--- config.mk ---
export PLATFORM = sky130hd
export DESIGN_NAME = lcd_bus_receiver
export DESIGN_NICKNAME = d
export VERILOG_FILES = /design/src/rtl/lcd_bus_receiver.sv
export SDC_FILE = /design/constraint.sdc
export NUM_CORES = 1
export LEC_CHECK = 0
export ABC_CLOCK_PERIOD_IN_PS = 3400
export CAP_MARGIN = 30
export CELL_PAD_IN_SITES_DETAIL_PLACEMENT = 1
export CELL_PAD_IN_SITES_GLOBAL_PLACEMENT = 1
export CORE_MARGIN = 8
export CORE_UTILIZATION = 40
export CTS_CLUSTER_SIZE = 10
export DETAILED_ROUTE_END_ITERATION = 10
export PLACE_DENSITY_LB_ADDON = 0.08
export SLEW_MARGIN = 20
export SYNTH_ARGS = -nofsm -noshare
export SYNTH_HDL_FRONTEND = slang
export SYNTH_SLANG_ARGS = --single-unit
--- constraint.sdc ---
create_clock -name clk -period 3.4 [get_ports clk]
set_clock_uncertainty 0.2 [all_clocks]
set_input_delay 0.34 -clock clk [delete_from_list [all_inputs] [get_ports clk]]
set_output_delay 0.34 -clock clk [all_outputs]
set_load 0.02 [all_outputs]
--- src/rtl/lcd_bus_receiver.sv ---
// HD44780-style 4/8-bit character LCD bus receiver with a 2x16 DDRAM shadow.
// Optional busy-time checker is built when LCD_TIMING_CHK_EN is defined.
module lcd_bus_receiver #(
  parameter int SYNC_STAGES  = 2,
  parameter int EXEC_CYCLES  = 3700,
  parameter int CLEAR_CYCLES = 152000
) (
  input  logic         clk,
  input  logic         rst_n,
  input  logic         LCD_RS,
  input  logic         LCD_W,
  input  logic         LCD_E,
  input  logic         b3,
  input  logic         b2,
  input  logic         b1,
  input  logic         b0,
  output logic [127:0] line1,
  output logic [127:0] line2,
  output logic         mode_4bit,
  output logic         two_line,
  output logic         disp_on,
  output logic         byte_vld,
  output logic [7:0]   byte_out,
  output logic         byte_rs,
  output logic         timing_err
);

  localparam logic [127:0] BLANK = {16{8'h20}};
  localparam int CMAX = (CLEAR_CYCLES > EXEC_CYCLES) ? CLEAR_CYCLES : EXEC_CYCLES;
  localparam int CW   = $clog2(CMAX + 1);

  // Handshake: the bus has no ready; a byte is accepted on each detected E fall,
  // and byte_vld/byte_out/byte_rs form a one-cycle valid-only strobe downstream.

  typedef enum logic {PH_HI = 1'b0, PH_LO = 1'b1} phase_t;

  // ---------------------------------------------------------------- synchronizer
  logic [6:0] sync_q [SYNC_STAGES];
  logic [6:0] bus_s;
  logic       e_d_q;
  logic       e_s, rs_s, w_s;
  logic [3:0] nib_s;
  logic       fall;

  always_ff @(posedge clk or negedge rst_n) begin
    if (!rst_n) begin
      for (int i = 0; i < SYNC_STAGES; i++) sync_q[i] <= '0;
      e_d_q <= 1'b0;
    end else begin
      sync_q[0] <= {LCD_E, LCD_RS, LCD_W, b3, b2, b1, b0};
      for (int i = 1; i < SYNC_STAGES; i++) sync_q[i] <= sync_q[i-1];
      e_d_q <= bus_s[6];
    end
  end

  assign bus_s = sync_q[SYNC_STAGES-1];
  assign e_s   = bus_s[6];
  assign rs_s  = bus_s[5];
  assign w_s   = bus_s[4];
  assign nib_s = bus_s[3:0];
  assign fall  = e_d_q & ~e_s;

  // ---------------------------------------------------------------- state
  phase_t       phase_q, phase_d;
  logic [3:0]   hi_q;
  logic [6:0]   addr_q, addr_d;
  logic         id_q, id_d;
  logic         cg_q, cg_d;
  logic         mode_q, mode_d;
  logic         two_q, two_d;
  logic         disp_q, disp_d;
  logic [127:0] line1_q, line1_d;
  logic [127:0] line2_q, line2_d;
  logic         vld_q;
  logic [7:0]   out_q;
  logic         rs_q;

  logic         byte_done;
  logic         wr_done;
  logic [7:0]   byte_val;
  logic         is_fset;

  function automatic logic [6:0] addr_inc(input logic [6:0] a);
    if (a >= 7'h27 && a <= 7'h3F) return 7'h40;
    else if (a >= 7'h67)          return 7'h00;
    else                          return a + 7'd1;
  endfunction

  function automatic logic [6:0] addr_dec(input logic [6:0] a);
    if (a == 7'h00)                    return 7'h67;
    else if (a >= 7'h28 && a <= 7'h40) return 7'h27;
    else if (a >= 7'h68)               return 7'h67;
    else                               return a - 7'd1;
  endfunction

  // Phase FSM: state register
  always_ff @(posedge clk or negedge rst_n) begin
    if (!rst_n) phase_q <= PH_HI;
    else        phase_q <= phase_d;
  end

  // Phase FSM: next state
  always_comb begin
    phase_d = phase_q;
    if (fall) begin
      if (!mode_q)               phase_d = PH_HI;
      else if (phase_q == PH_HI) phase_d = PH_LO;
      else                       phase_d = PH_HI;
      if (is_fset)               phase_d = PH_HI;
    end
  end

  // Phase FSM: outputs (byte assembly)
  always_comb begin
    byte_done = fall & (~mode_q | (phase_q == PH_LO));
    wr_done   = byte_done & ~w_s;
    byte_val  = mode_q ? {hi_q, nib_s} : {nib_s, 4'h0};
    is_fset   = wr_done & ~rs_s & (byte_val[7:5] == 3'b001);
  end

  // Instruction / data decode: one atomic update per completed write byte.
  always_comb begin
    addr_d  = addr_q;
    id_d    = id_q;
    cg_d    = cg_q;
    mode_d  = mode_q;
    two_d   = two_q;
    disp_d  = disp_q;
    line1_d = line1_q;
    line2_d = line2_q;
    if (wr_done) begin
      if (!rs_s) begin
        casez (byte_val)
          8'b1???????: begin addr_d = byte_val[6:0]; cg_d = 1'b0; end
          8'b01??????: cg_d = 1'b1;
          8'b001?????: begin mode_d = ~byte_val[4]; two_d = byte_val[3]; end
          8'b0001????: if (!byte_val[3]) addr_d = byte_val[2] ? addr_inc(addr_q) : addr_dec(addr_q);
          8'b00001???: disp_d = byte_val[2];
          8'b000001??: id_d = byte_val[1];
          8'b0000001?: addr_d = 7'h00;
          8'b00000001: begin
            line1_d = BLANK;
            line2_d = BLANK;
            addr_d  = 7'h00;
            id_d    = 1'b1;
            cg_d    = 1'b0;
          end
          default: ;
        endcase
      end else if (!cg_q) begin
        // Char n of a line lives at bits [127-8n -: 8], i.e. offset 8*(15-n).
        if (addr_q[6:4] == 3'b000) line1_d[{~addr_q[3:0], 3'b000} +: 8] = byte_val;
        if (addr_q[6:4] == 3'b100) line2_d[{~addr_q[3:0], 3'b000} +: 8] = byte_val;
        addr_d = id_q ? addr_inc(addr_q) : addr_dec(addr_q);
      end
    end
  end

  always_ff @(posedge clk or negedge rst_n) begin
    if (!rst_n) begin
      hi_q    <= 4'h0;
      addr_q  <= 7'h00;
      id_q    <= 1'b1;
      cg_q    <= 1'b0;
      mode_q  <= 1'b0;
      two_q   <= 1'b0;
      disp_q  <= 1'b0;
      line1_q <= BLANK;
      line2_q <= BLANK;
      vld_q   <= 1'b0;
      out_q   <= 8'h00;
      rs_q    <= 1'b0;
    end else begin
      if (fall && mode_q && phase_q == PH_HI) hi_q <= nib_s;
      addr_q  <= addr_d;
      id_q    <= id_d;
      cg_q    <= cg_d;
      mode_q  <= mode_d;
      two_q   <= two_d;
      disp_q  <= disp_d;
      line1_q <= line1_d;
      line2_q <= line2_d;
      vld_q   <= wr_done;
      if (wr_done) begin
        out_q <= byte_val;
        rs_q  <= rs_s;
      end
    end
  end

  assign line1     = line1_q;
  assign line2     = line2_q;
  assign mode_4bit = mode_q;
  assign two_line  = two_q;
  assign disp_on   = disp_q;
  assign byte_vld  = vld_q;
  assign byte_out  = out_q;
  assign byte_rs   = rs_q;

`ifdef LCD_TIMING_CHK_EN
  logic [CW-1:0] busy_q;
  logic          terr_q;
  logic          slow_cmd;

  // Clear and home share the long busy time; reads reload the short one.
  assign slow_cmd = wr_done & ~rs_s & (byte_val[7:2] == 6'b0) & (byte_val[1:0] != 2'b00);

  always_ff @(posedge clk or negedge rst_n) begin
    if (!rst_n) begin
      busy_q <= '0;
      terr_q <= 1'b0;
    end else begin
      if (fall && busy_q != '0) terr_q <= 1'b1;
      if (byte_done)            busy_q <= slow_cmd ? CW'(CLEAR_CYCLES) : CW'(EXEC_CYCLES);
      else if (busy_q != '0)    busy_q <= busy_q - 1'b1;
    end
  end

  assign timing_err = terr_q;
`else
  logic [CW-1:0] unused_cfg;
  assign unused_cfg = CW'(EXEC_CYCLES) ^ CW'(CLEAR_CYCLES);
  assign timing_err = 1'b0;
`endif

endmodule

---- Word-level counts from Yosys, hierarchy flattened ----
Cells that the tools add are included.
storage, ports and cells
  register bits after elaboration ......... 298
  bits of input ports ..................... 9
  output and inout bits ................... 270
  word-level logic and storage cells ...... 97
operators by class
  $add $sub $neg .......................... 3
  $lt $le $gt $ge ......................... 6
  equal/unequal tests ..................... 12
  shift-type cells ........................ 2
  mux-type cells .......................... 26
  bitwise gates (word level) .............. 13
  reduce and logical (&&, ||, !) cells .... 19
operators by type and width
  operator                 count
  $mux 128                 7
  $bwmux 128               2
  $shift 8x9->128 const A  1
  $shiftx 8x9->128         1
  $mux 7                   10
  $pmux 7 s3               1
  $ge 7x6->1 const B       2
  $ge 7x7->1 const B       2
  $reduce_and 3->1         4
  $reduce_and 4->1         3
  $neg 7->9                1
  $eq 8x1->1 const B       1
  $mux 8                   1
  $add 7x1->7 const B      1
  $eq 7x1->1 const B       1
  $le 7x6->1 const B       1
  $le 7x7->1 const B       1
  $logic_not 7->1          1
  $sub 7x1->7 const B      1
  $eq 6x1->1 const B       1
  $not 1->1                6
  $reduce_bool 2->1        3
  $and 1x1->1              5
  $eq 5x1->1 const B       1
  15 further kinds         23

---- Logic depth before layout (Yosys ltp) ----
Gate-level depths: netlist of run 1.
  depth after elaboration ................. 8
  depth in mapped cells ................... 11
  depth with buffers taken out ............ 8

---- Worst setup path before layout of run 1 ----
No wires, ideal clock.
  path kind ............................... register -> register
  start ................................... reg addr_q[0]
  end ..................................... reg line1_q[34], in the netlist line1[34]
  setup time .............................. 116 ps
  arrival time ............................ 2310 ps
  required time ........................... 3084 ps
  path slack .............................. 774 ps
  cell stages (with the launch flop) ...... 11
  path buffers ............................ 5
  period minus slack after synthesis ...... 2626 ps
  path through ............................ dfrtp_1 clkbuf_1 buf_2 inv_1 ha_1 clkbuf_1 nand2b_1 or2_2 buf_1 clkbuf_1 o311ai_0
between the ends
  cells in the longest elaborated chain, start to end .. 7
  elaborated cells on any way between the ends .. 8
  classes of those cells .................. 1 x add/sub; 2 x shift; 4 x mux; 1 x bitwise
ends and longest elaborated chain
  element                                              RTL line  RTL
  from (decl)                                          66        logic [6:0] addr_q, addr_d;
  from (signal assigned)                               175       addr_q <= addr_d;
  $not 4->4 *                                          152       if (addr_q[6:4] == 3'b000) line1_d[{~addr_q[3:0], 3'b000} +: 8] = byte_val;
  $neg 7->9 *                                          152
  $shiftx 8x9->128 or $shift 8x9->128 (tied branches)  152
  $bwmux 128 *                                         152
  $mux 128 *                                           152
  $mux 128 *                                           150       end else if (!cg_q) begin
  $mux 128 *                                           132       if (!rs_s) begin
  to (signal assigned)                                 181       line1_q <= line1_d;
  to (decl)                                            72        logic [127:0] line1_q, line1_d;
Every way passes the cells marked *; elsewhere a longest branch is shown, timed or not. The select of a mux whose other input is x is not followed.
A chain may end at the register's enable or synchronous reset.

---- Worst setup path after layout of run 1 ----
  start ................................... reg addr_q[0]
  end ..................................... reg line1_q[99], in the netlist line1[99]
The elaborated chain is that of the path after synthesis.

==> results of run 1 <==
placed cells by master, fill, tap and decap left out, types with 22 or more instances in the layout:
master,netlist,final
nor2_1,22,22
o311ai_0,50,50
clkbuf_1,79,22
mux2_2,23,23
buf_4,5,32
o311ai_1,62,62
clkdlybuf4s50_1,0,276
o2bb2ai_1,56,56
clkbuf_16,0,37
nand2_1,158,158
dfstp_2,33,33
a22o_1,57,57
a21oi_1,33,33
nand3_1,120,120
dfrtp_1,265,264
kinds of logic (layout without fill, tap and decap cells):
kind of cell,count (synthesis),in the layout,synth area share [%]
and+or+nand+nor,381,381,14.3
AOI/OAI and AO/OA,363,363,22.0
DFF,298,298,56.1
buffers and inverters,134,400,4.27
muxes,33,33,2.71
adders and majority gates,4,4,0.374
xor gates and xnor gates,4,4,0.262
other,1,1,0.0280
worst paths after layout:
check | startpoint | cells after the start | slack, ns | endpoint
min | b2 | 1 | 0.08 | sync_q[9]
min reg2reg | sync_q[10] | 0 | 0.14 | bus_s[3]
max in group asynchronous | rst_n | 3 | 1.82 | line2[93]
max | addr_q[0] | 4 | 0.27 | line1[99]
min in group asynchronous | rst_n | 2 | 0.25 | line1[60]
max reg2reg | addr_q[0] | 4 | 0.27 | line1[99]
flip-flops by register name (all words and copies together), names as in the netlist:
signal / cells
line1: 128
line2: 128
byte_out: 8
addr_q: 7
bus_s: 7
sync_q: 7
hi_q: 4
byte_rs: 1
byte_vld: 1
cg_q: 1
disp_on: 1
e_d_q: 1
id_q: 1
mode_4bit: 1
phase_q: 1
two_line: 1
report_power, final:
group	switching [mW]	internal (mW)	leakage, nW
Clock	1.46	2.06	0.504
Sequential	0.410	3.96	3.43
Combinational	1.77	1.11	3.67
Total	3.64	7.13	7.60
final cells by class:
cell class | instances | share of cell area [%]
Clock buffer | 61 | 5.84
Clock inverter | 2 | 0.0565
Inverter | 16 | 0.339
Multi-Input combinational cell | 786 | 30.0
Sequential cell | 298 | 42.3
Tap cell | 448 | 3.16
Timing Repair Buffer | 321 | 18.2
metrics by stage:
step                util, %  hold slack, ns
global placement       50.0           0.135
global route           53.4          0.0675
CTS                    53.2          0.0546
finish                 53.4          0.0781
detailed placement     50.0           0.136
floorplan                 -          -0.156
metal layers:
layer	GRT usage, %	vias up	part of all wire (%)
met3	4.69	79	5.9
met4	7.41	0	2.7
li1	-	5069	-
met1	33.2	5960	45
met2	37.7	306	47
met5	0	-	0
repair_timing:
action                                  CTS  global route
setup buffers                             0             0
endpoints found under the setup margin    0             0
endpoints found under the hold margin    74             0
hold buffers                              1             0
==> qor.txt, run 1 <==
outcome - finished, final reports clean
multi-input logic area - 0.00532 mm^2
CP max stage delay - 0.66 ns
design area - 0.0177 mm^2
Detailed Place HPWL - 32,000 um
count leader, synth - dfrtp_1
clk slew on worst S/H paths - 0.06 ns
Layout fillers - 3,532
Worst EP required - 3.57 ns
I/O pin count - 279
Initial Util - 40.3%
Place WS - 0.344 ns
Hold WC Path Type - input port to register
first-pass GRT wire length - 74,300 um
FMAX - 0.320 GHz
DRC - 0
CTS Buf Count - 36
Synth area leaders - dfrtp_1 50%, dfstp_2 6.5%, nand3_1 4.5%
vias in the first global route - 11,991
H-tree levels - 2
CTS root buffer - clkbuf_16
Worst path top cell family by delay - compound AO/OA/AOI/OAI gates
# clock sinks - 298
worst setup margin - 0.272 ns
row cnt - 67
via count - 11,414
gr ovfl total - 0
fin. max-slew vios - 0
layout cell share with drive strength beyond 1 - 12.1%
maximum number of pins on one net before global-route repair - 127
synthesized flop and latch total - 298
Post-CTS Resized - 0
Post-synth ARST share - 100%
All-Layer GR Usage - 24.0%
cell taking the most area after synthesis - dfrtp_1
initial antenna violation count - 0
register area - 0.00750 mm^2
Routability Congestion - 0.865
Synthesized Nets - 1,231
Final Setup Violations - 0
Tcrit/Tclk final - 92.0%
final hold vios - 0
Synth cell types - 78
IO Port Bufs - 277
top_reg_cell synth - dfrtp_1
Final Critical Period - 3.13 ns
CTS tree - done
kind of critical path - register to register
drt via density - 5.91
Routed WL - 47,700 um
Clk Latency, worst-skew pair - 0.51 ns
Startpoint Class - register
Synth top area share - 49.6%
DR WL/cell - 24.7 um
die height - 199 um
Sum Neg Setup Slack - 0 ns
die area - 0.0395 mm^2
Power Density - 608 mW/mm^2
Core ar. - 0.0332 mm^2
synthesized area per cell - 11.0 um^2
Max-Cap Viols - 0
Synth warnings - 0
Die Wd - 199 um
Final #Nets - 1,472
register area share after synthesis - 56.1%
Synth top cells by count - 265 x dfrtp_1, 158 x nand2_1, 120 x nand3_1, 79 x clkbuf_1, 62 x o311ai_1
buffer depth of the longest clock path - 3
dpl cells - 1,865
Power, Total - 10.8 mW
Netlist Area Pre-Place - 0.0134 mm^2
DP Area - 0.0166 mm^2
crit path cell chain - ha_1 -> or3b_2 -> a211o_1 -> o311ai_0
RSZ-0062 raised after global routing - false
antenna diode count - 0
CP arrival - 3.30 ns
Worst Path Buf+Inv - 0
Non-Filler Instances - 1,932
Post-synth EDFFs - 0
Worst Setup End Kind - register
LEAKAGE - 7.60 nW
first-pass iteration count of the detailed router - 5
maximum fanout along the worst path - 30
crit path max-delay cell type - a211o_1
Mapped Cells - 1,218
ANT nets after route - 0
slew margin rel. - 37.1%
Worst-Margin Slew - 0.941 ns
area delta synth->final - 32.5%
initial detailed-routing violation count - 772
Max VDD drop - 377 uV
Note: power is estimated with default switching activity, not from simulation.
==> run 2: changes to the inputs <==
- CAP_MARGIN: 30 -> 10
==> qor.txt, run 2 (synthesized netlist as in run 1, its figures left out) <==
via count - 11,267
Sum Neg Setup Slack - 0 ns
kind of critical path - register to register
IO Port Bufs - 277
Hold WC Path Type - input port to register
first-pass GRT wire length - 73,000 um
Tcrit/Tclk final - 92.5%
LEAKAGE - 7.56 nW
die height - 199 um
clk slew on worst S/H paths - 0.06 ns
Power Density - 610 mW/mm^2
fin. max-slew vios - 0
crit path cell chain - ha_1 -> or3b_2 -> a211o_1 -> o311ai_0
Max-Cap Viols - 0
Core ar. - 0.0332 mm^2
initial antenna violation count - 0
row cnt - 67
H-tree levels - 2
vias in the first global route - 11,834
area delta synth->final - 32.0%
final hold vios - 0
gr ovfl total - 0
CTS root buffer - clkbuf_16
Worst EP required - 3.56 ns
crit path max-delay cell type - a211o_1
Worst-Margin Slew - 1.11 ns
RSZ-0062 raised after global routing - false
CP arrival - 3.30 ns
Worst Path Buf+Inv - 0
Worst path top cell family by delay - compound AO/OA/AOI/OAI gates
Routed WL - 47,200 um
Worst Setup End Kind - register
I/O pin count - 279
CP max stage delay - 0.66 ns
All-Layer GR Usage - 23.5%
maximum number of pins on one net before global-route repair - 127
first-pass iteration count of the detailed router - 7
maximum fanout along the worst path - 30
outcome - finished, final reports clean
layout cell share with drive strength beyond 1 - 11.7%
ANT nets after route - 0
FMAX - 0.318 GHz
CTS tree - done
drt via density - 5.85
Post-CTS Setup Inserts - 0
Detailed Place HPWL - 31,800 um
Max VDD drop - 432 uV
Startpoint Class - register
die area - 0.0395 mm^2
CTS Buf Count - 36
Routability Congestion - 0.865
Die Wd - 199 um
most frequent cells in the layout - 276 x clkdlybuf4s50_1, 264 x dfrtp_1, 158 x nand2_1
DR WL/cell - 24.5 um
buffer depth of the longest clock path - 3
slew margin rel. - 25.7%
# clock sinks - 298
worst setup margin - 0.256 ns
Clk Latency, worst-skew pair - 0.50 ns
Initial Util - 40.3%
hold slack - 0.0761 ns
Final #Nets - 1,467
Final Setup Violations - 0
DRC - 0
initial detailed-routing violation count - 812
commonest non-fill, non-tap cell in the layout - clkdlybuf4s50_1
Power, Total - 10.8 mW
Final Critical Period - 3.14 ns
DP Area - 0.0166 mm^2
design area - 0.0176 mm^2
antenna diode count - 0
Place WS - 0.332 ns
-- run 2: final cells by class --
type	count	area [um^2]
Inverter	16	60.1
Clock buffer	60	1020
Sequential cell	298	7500
Multi-Input combinational cell	786	5330
Timing Repair Buffer	316	3150
Fill cell	3529	15500
Tap cell	448	561
Clock inverter	1	30.0
-- run 2: final timing paths --
check | from | to | slack, ns | cells after the start
worst max-delay path | addr_q[0] | line1[103] | 0.26 | 4
worst min-delay path | b2 | sync_q[9] | 0.08 | 1
worst max register to register | addr_q[0] | line1[103] | 0.26 | 4
worst min register to register | sync_q[10] | bus_s[3] | 0.14 | 0
max in group asynchronous | rst_n | line2[93] | 1.82 | 3
min in group asynchronous | rst_n | line1[60] | 0.22 | 2
-- run 2: repair_timing --
item,CTS,global route
gates resized for setup,0,1
hold endpoints to repair,74,0
hold buffers,1,0
endpoints found under the setup margin,0,1
-- run 2: metrics by stage --
step | cells | util, %
final | 1925 | 53.2
after global routing | 1925 | 53.2
after CTS | 1925 | 53.2
after detailed placement | 1863 | 50.0
after global placement | 1863 | 50.0
after floorplan | 1218 | -
-- run 2: layer usage --
layer  up-vias  GRT usage (%)  routed length [um]
met5         -              0                   0
met4         0           6.94                1340
met3        86           4.60                2780
met2       294           37.2               21700
met1      5816           32.4               21300
li1       5071              -                   -
-- run 2: power by group --
group	total (mW)	internal (mW)	switching, mW
registers	4.36	3.96	0.405
clock network	3.56	2.11	1.45
logic	2.84	1.09	1.75
total	10.8	7.16	3.60
==> run 3: changes to the inputs <==
- ABC_CLOCK_PERIOD_IN_PS: 3400 -> 2650
- CORE_UTILIZATION: 40 -> 36
- PLACE_DENSITY_LB_ADDON: 0.08 -> 0.1
- clock period: 3.4 -> 2.65 ns (I/O delays scaled with it)
==> qor.txt, run 3 (synthesized netlist as in run 1, its figures left out) <==
initial antenna violation count - 0
Sum Neg Setup Slack - 0 ns
ANT nets after route - 0
Core ar. - 0.0366 mm^2
All-Layer GR Usage - 21.9%
LEAKAGE - 7.88 nW
IO Port Bufs - 277
Routability Congestion - 0.863
CTS tree - done
Die Wd - 209 um
RSZ-0062 raised after global routing - true
CP arrival - 2.76 ns
Layout fillers - 3,937
area delta synth->final - 36.7%
Detailed Place HPWL - 33,400 um
clk slew on worst S/H paths - 0.06 ns
Final Setup Violations - 0
Startpoint Class - register
FMAX - 0.390 GHz
slew margin rel. - 51.9%
Power, Total - 14.4 mW
most frequent cells in the layout - 276 x clkdlybuf4s50_1, 264 x dfrtp_1, 156 x nand2_1
worst setup margin - 0.0875 ns
CTS root buffer - clkbuf_16
hold slack - 0.0784 ns
kind of critical path - register to register
first-pass GRT wire length - 76,500 um
Worst Setup End Kind - register
outcome - finished, final reports clean
H-tree levels - 2
maximum number of pins on one net before global-route repair - 127
DR WL/cell - 24.7 um
Tcrit/Tclk final - 96.7%
row cnt - 70
Routed WL - 49,400 um
# clock sinks - 298
DRC - 0
CTS Buf Count - 37
vias in the first global route - 11,826
Hold WC Path Type - input port to async pin
Max-Cap Viols - 0
register area - 0.00750 mm^2
Clk Latency, worst-skew pair - 0.51 ns
first-pass iteration count of the detailed router - 5
buffer depth of the longest clock path - 3
die height - 209 um
multi-input logic area - 0.00538 mm^2
maximum fanout along the worst path - 78
via count - 11,518
initial detailed-routing violation count - 829
Worst EP required - 2.84 ns
Power Density - 787 mW/mm^2
fin. max-slew vios - 0
Place WS - 0.0291 ns
antenna diode count - 0
Post-Route Utilization - 49.9%
Final #Nets - 1,519
layout cell share with drive strength beyond 1 - 15.1%
Worst-Margin Slew - 0.719 ns
die area - 0.0436 mm^2
Final Critical Period - 2.56 ns
Max VDD drop - 577 uV
I/O pin count - 279
final hold vios - 0
drt via density - 5.75
Initial Util - 36.5%
commonest non-fill, non-tap cell in the layout - clkdlybuf4s50_1
gr ovfl total - 0
## run 3: per-layer routing
| layer | wire, um | track usage [%] | up-vias |
|---|---|---|---|
| li1 | - | - | 5185 |
| met1 | 22800 | 30.5 | 5959 |
| met5 | 0 | 0 | - |
| met4 | 962 | 4.96 | 0 |
| met2 | 22900 | 34.6 | 301 |
| met3 | 2700 | 4.89 | 73 |
## run 3: layout make-up
cell class                 instances  share of cell area [%]
clock buffer                      66                    6.22
timing repair buffer             366                    19.7
clock inverter                     1                  0.0479
sequential                       298                    41.0
multi-input combinational        787                    29.4
tap                              468                    3.20
inverter                          16                   0.329
## run 3: timing repair
item,in CTS,in global routing
pin swaps,0,1
endpoints found under the hold margin,282,0
endpoints found under the setup margin,1,125
buffers inserted,0,2
cloned,0,1
hold buffers,8,0
gates resized for setup,1,21
## run 3: per-stage QoR
stage	std cells	area (um^2)
floorplan	1218	13400
global placement	1924	17000
detailed placement	1924	17000
CTS	1999	18200
global route	2002	18300
finish	2002	18300
## run 3: final timing paths
check / depth (start not counted) / slack (ns) / startpoint / end
setup reg to reg: 5 / 0.09 / bus_s[3] / line2[70]
hold reg to reg: 0 / 0.14 / sync_q[9] / bus_s[2]
setup / recovery: 5 / 0.09 / bus_s[3] / line2[70]
max in group asynchronous: 3 / 1.39 / rst_n / line1[93]
min in group clk: 0 / 0.14 / sync_q[9] / bus_s[2]
hold / removal: 2 / 0.08 / rst_n / line1[10]
## run 3: where the power goes
group	total, mW	switching, mW	internal [mW]
Sequential	5.52	0.443	5.08
Clock	4.83	1.94	2.89
Combinational	4.03	2.43	1.59
Total	14.4	4.82	9.56
## run 3: critical path, cell delays in order, from the launching register on
cell,delay [ns]
dfrtp_1,0.55
nor4_4,0.36
o2111ai_4,0.30
a21o_4,0.39
buf_12,0.25
o311ai_1,0.36
